[src/rtl/pixel_pipe.sv]
// Two-stage attribute-to-colour pixel pipeline with a writable
// 16-entry palette and frame-counted blink phase.
module pixel_pipe #(
    parameter int COLOR_BITS   = 3,
    parameter int BLINK_FRAMES = 16
) (
    input  logic                      clk,
    input  logic                      rst_n,
    input  logic                      pixclk,
    input  logic [7:0]                attcode,
    input  logic                      pixel,
    input  logic                      blank,
    input  logic                      hsync_in,
    input  logic                      vsync_in,
    input  logic                      blink_en,
    input  logic                      pal_we,
    input  logic [3:0]                pal_addr,
    input  logic [3*COLOR_BITS-1:0]   pal_data,
    output logic [COLOR_BITS-1:0]     r,
    output logic [COLOR_BITS-1:0]     g,
    output logic [COLOR_BITS-1:0]     b,
    output logic                      hsync,
    output logic                      vsync
);

    localparam int PW = 3 * COLOR_BITS;
    localparam logic [7:0] LAST_FRAME = 8'(BLINK_FRAMES - 1);

    // MSB carries the colour, middle bits the intensity, LSB both.
    function automatic logic [COLOR_BITS-1:0] comp_dflt(
        input logic c,
        input logic i
    );
        logic [COLOR_BITS-1:0] v;
        v = {COLOR_BITS{i}};
        v[COLOR_BITS-1] = c;
        v[0] = c & i;
        return v;
    endfunction

    function automatic logic [PW-1:0] pal_dflt(input logic [3:0] n);
        return {comp_dflt(n[2], n[3]),
                comp_dflt(n[1], n[3]),
                comp_dflt(n[0], n[3])};
    endfunction

    logic [PW-1:0] pal_q [16];
    logic [PW-1:0] pal_d [16];

    logic [3:0]    s1_idx_q, s1_idx_d;
    logic          s1_blank_q, s1_blank_d;
    logic          s1_hs_q, s1_hs_d;
    logic          s1_vs_q, s1_vs_d;
    logic [PW-1:0] rgb_q, rgb_d;
    logic          hs_q, hs_d;
    logic          vs_q, vs_d;
    logic          vs_prev_q, vs_prev_d;
    logic [7:0]    frame_q, frame_d;
    logic          phase_q, phase_d;

    logic fg;
    logic frame_evt;

    assign fg        = pixel & ~(blink_en & attcode[7] & phase_q);
    assign frame_evt = vs_prev_q & ~vsync_in;

    // Palette write port, not gated by the pixel enable.
    always_comb begin
        pal_d = pal_q;
        if (pal_we) pal_d[pal_addr] = pal_data;
    end

    // Palette storage; reset reloads the standard 16-colour set.
    always_ff @(posedge clk or negedge rst_n) begin
        if (!rst_n) begin
            for (int i = 0; i < 16; i++) pal_q[i] <= pal_dflt(4'(i));
        end else begin
            pal_q <= pal_d;
        end
    end

    // Pipeline and blink next-state; everything holds when pixclk=0.
    always_comb begin
        s1_idx_d   = s1_idx_q;
        s1_blank_d = s1_blank_q;
        s1_hs_d    = s1_hs_q;
        s1_vs_d    = s1_vs_q;
        rgb_d      = rgb_q;
        hs_d       = hs_q;
        vs_d       = vs_q;
        vs_prev_d  = vs_prev_q;
        frame_d    = frame_q;
        phase_d    = phase_q;
        if (pixclk) begin
            s1_idx_d   = fg ? attcode[3:0]
                            : {~blink_en & attcode[7], attcode[6:4]};
            s1_blank_d = blank;
            s1_hs_d    = hsync_in;
            s1_vs_d    = vsync_in;
            rgb_d      = s1_blank_q ? pal_q[s1_idx_q] : '0;
            hs_d       = s1_hs_q;
            vs_d       = s1_vs_q;
            vs_prev_d  = vsync_in;
            if (frame_evt) begin
                if (frame_q == LAST_FRAME) begin
                    frame_d = '0;
                    phase_d = ~phase_q;
                end else begin
                    frame_d = frame_q + 8'd1;
                end
            end
        end
    end

    // Pipeline, sync and blink state registers.
    always_ff @(posedge clk or negedge rst_n) begin
        if (!rst_n) begin
            s1_idx_q   <= '0;
            s1_blank_q <= 1'b0;
            s1_hs_q    <= 1'b1;
            s1_vs_q    <= 1'b1;
            rgb_q      <= '0;
            hs_q       <= 1'b1;
            vs_q       <= 1'b1;
            vs_prev_q  <= 1'b1;
            frame_q    <= '0;
            phase_q    <= 1'b0;
        end else begin
            s1_idx_q   <= s1_idx_d;
            s1_blank_q <= s1_blank_d;
            s1_hs_q    <= s1_hs_d;
            s1_vs_q    <= s1_vs_d;
            rgb_q      <= rgb_d;
            hs_q       <= hs_d;
            vs_q       <= vs_d;
            vs_prev_q  <= vs_prev_d;
            frame_q    <= frame_d;
            phase_q    <= phase_d;
        end
    end

    assign r     = rgb_q[PW-1 -: COLOR_BITS];
    assign g     = rgb_q[2*COLOR_BITS-1 -: COLOR_BITS];
    assign b     = rgb_q[COLOR_BITS-1:0];
    assign hsync = hs_q;
    assign vsync = vs_q;

endmodule

[config.mk]
export PLATFORM = sky130hd
export DESIGN_NAME = pixel_pipe
export DESIGN_NICKNAME = d
export VERILOG_FILES = /design/src/rtl/pixel_pipe.sv
export SDC_FILE = /design/constraint.sdc
export NUM_CORES = 1
export LEC_CHECK = 0
export BUFFER_PORTS_ARGS = -buffer_cell sky130_fd_sc_hd__buf_4
export CAP_MARGIN = 10
export CORE_MARGIN = 5
export CORE_UTILIZATION = 55
export CTS_CLUSTER_DIAMETER = 150
export DETAILED_ROUTE_END_ITERATION = 7
export HOLD_SLACK_MARGIN = 0.02
export PLACE_DENSITY_LB_ADDON = 0.05
export SLEW_MARGIN = 40
export SYNTH_ARGS = -nofsm -noshare
export SYNTH_HDL_FRONTEND = slang
export SYNTH_SLANG_ARGS = --single-unit
[constraint.sdc]
create_clock -name clk -period 3.8 [get_ports clk]
set_clock_uncertainty 0.05 [all_clocks]
set_input_delay 0.38 -clock clk [delete_from_list [all_inputs] [get_ports clk]]
set_output_delay 0.38 -clock clk [all_outputs]
set_load 0.02 [all_outputs]
==> flow_summary.json <==
{
  "power_w": 0.005255,
  "yosys.area_share.simple": 0.06877,
  "drv_slew": 0,
  "critPathRequiredTime_ps": 4050,
  "pwr-share-comb": 0.174,
  "swShare": 0.2489,
  "ir_drop_v": 0.0003295,
  "routed-via-count": 4695,
  "vias_per_cell": 5.803,
  "cp_slowest_cell": "dfrtp_4",
  "period_share": 0.5642,
  "antenna_found_initial": 0,
  "grt-ovfl-total": 0,
  "syn_nets": 614,
  "fill_cells": 1049,
  "end_kind": "flip-flop",
  "post-place-cells": 775,
  "outcome": "completed",
  "ys.warnings.count": 0,
  "diodes": 0,
  "yosys.area.top_type_share": 0.3407,
  "wl_per_cell_um": 20.61,
  "first_iter_violations": 275,
  "root_buffer": "clkbuf_16",
  "worst_slew_pin_slew_ps": 733.4,
  "synth_compound_area_frac": 0.03725,
  "holdWs_ps": 140.8,
  "clk_latency_ps": 430,
  "htreeDepth": 4,
  "postRouteWirelength_um": 16680,
  "die_y_um": 129.5,
  "synth-adder-area-share": 0.001592,
  "critical_path.top_delay_family": "flip-flops",
  "grt_pass1_wl_um": 27340,
  "yosys.area.top_type": "dfrtp_1",
  "grtUsageTotal": 0.2165,
  "synth.distinct_cells": 31,
  "path_buf_inv": 1,
  "setup-violations-final": 0,
  "portBuffers": 40,
  "post-route-min-period_ps": 2144,
  "grt_pass1_vias": 5033,
  "switching_power_w": 0.001308,
  "fp.dieW_um": 129.5,
  "hold_violations": 0,
  "tns_ps": 0,
  "path_cells": "buf_4 > mux2i_1 > a22oi_1 > nand3_1 > nand3_1",
  "synthXorXnorAreaFrac": 0.006686,
  "firstDrtPassIters": 4,
  "ys_ff_latch": 171,
  "crit_arrival_ps": 2400,
  "internal_power_w": 0.003947,
  "io_pins": 41,
  "syn2layout_area_growth_pct": 13.88,
  "relSlewSlack": 0.5111,
  "synth_top_family_by_area": "multiplexers",
  "gp_congestion": 0.7789,
  "initial_utilization": 0.5641,
  "postSynthAreaPerCell_um2": 13.48,
  "cap_violations": 0,
  "place_ws_ps": 1550,
  "hpwl_um": 10680,
  "drive_gt1_frac": 0.4817,
  "ant_nets": 0,
  "layout_setup_ws_ps": 1656,
  "dieArea_um2": 16780,
  "clock.fmax_mhz": 466.4,
  "clkTransAtPathRegs_ps": 60,
  "crit_path_frequent_cell": "nand3_1",
  "nets": 647,
  "grt_max_degree": 100,
  "cts_buffers": 17,
  "synth-edff-count": 0,
  "cts_tree": "built",
  "p_per_area_nw_per_um2": 587.0,
  "cpPeakStageDelay_ps": 900,
  "critPathKind": "flip-flop to flip-flop",
  "yosysMostFrequentCell": "mux2_2",
  "finalNonFillerCells": 809,
  "cp_max_fo": 40,
  "rsz0062_at_grt": "no",
  "yosys-top-cells-count": "mux2_2, dfrtp_1, mux2i_1",
  "worstSetupStartpointType": "flip-flop",
  "pwr-share-seq": 0.490,
  "cts_sinks": 171,
  "synth_area_leaders": "dfrtp_1, mux2_2, dfstp_2, mux2i_1, a22oi_1",
  "leakagePower_nw": 3.996,
  "syn_inst": 583,
  "clockBufferDepth": 2,
  "synthArstFlopShare": 1.000,
  "synth_flop_cell": "dfrtp_1",
  "yosysSeqAreaShare": 0.5546,
  "hold_class": "primary input to flip-flop",
  "pwr-share-clk": 0.336,
  "cts_resized": 0,
  "yosys-mux-area-fraction": 0.3104,
  "core-area_um2": 13930,
  "row_count": 43,
  "syn_area_um2": 7860,
  "drcViolationCount": 0
}
==> logic make-up after synthesis <==
group,count (synthesis)
compound gates,44
xor+xnor,6
fa+ha+maj,1
buf+inv,34
flops,171
mux,225
simple gates,102
==> layer usage <==
| metal | up-vias | GRT usage | routed length [µm] |
|---|---|---|---|
| met5 | - | 0 | 0 |
| met3 | 11 | 0.04287 | 954 |
| li1 | 2169 | - | - |
| met1 | 2423 | 0.2912 | 7203 |
| met4 | 0 | 0.06724 | 154 |
| met2 | 92 | 0.3579 | 8362 |
==> path summary, 6_finish.rpt <==
check                             from   endpoint  slack (ps)  depth (start not counted)
max reg2reg                s1_idx_q[0]   rgb_q[6]        1660                          5
min reg2reg                    phase_q    phase_q         430                          1
max in group asynchronous        rst_n  pal_q[74]        2330                          4
min in group asynchronous        rst_n  pal_q[53]         380                          2
max                        s1_idx_q[0]   rgb_q[6]        1660                          5
min                           hsync_in    s1_hs_q         140                          2
==> area by class of cell <==
type | count | area, µm² | area share
multi-input cells | 378 | 3357 | 0.3750
clock inverters | 8 | 115.1 | 0.01286
clock buffers | 24 | 491.7 | 0.05493
well taps | 180 | 225.2 | 0.02516
repair buffers | 47 | 395.4 | 0.04417
flip-flops and latches | 171 | 4363 | 0.4874
inverters | 1 | 3.754 | 0.0004193
==> through the flow <==
| stage | util | instance area [µm²] |
|---|---|---|
| detailed placement | 0.5959 | 8304 |
| CTS | 0.6402 | 8921 |
| floorplan | - | 7860 |
| finish | 0.6424 | 8951 |
| global placement | 0.5949 | 8289 |
| global route | 0.6424 | 8951 |
==> what timing repair did <==
action	in CTS	in global routing
buffers inserted	0	0
hold buffers	1	0
hold endpoints to repair	55	0
==> power groups by stage <==
stage          sequential, W  clock, W  combinational (W)
2_1_floorplan        0.00254         0           0.000676
3_3_place_gp         0.00258         0           0.000880
3_5_place_dp         0.00260         0           0.000918
4_1_cts              0.00257   0.00181           0.000923
5_1_grt              0.00263   0.00189            0.00101
6_report             0.00258   0.00177           0.000912
==> sequential cells by signal, summed over array words and instances, names as in the netlist <==
signal and count:
s1_blank_q 1, frame_q 8, vs_prev_q 1, s1_hs_q 1, pal_q 144, rgb_q 9, s1_idx_q 4, phase_q 1
hsync 1, vsync 1
==> cell usage in the layout (no fill, tap or decap), types with 5 or more instances in the layout <==
master,count
clkinv_2,5
nand2b_1,14
a21oi_1,13
mux2_2,150
nand2_1,19
clkbuf_16,17
a22oi_1,27
dfstp_2,64
nand3_1,34
mux2i_1,75
buf_4,43
dfrtp_1,106
nor2_2,9
nor2_1,5
Note: power is estimated with default switching activity, not from simulation.
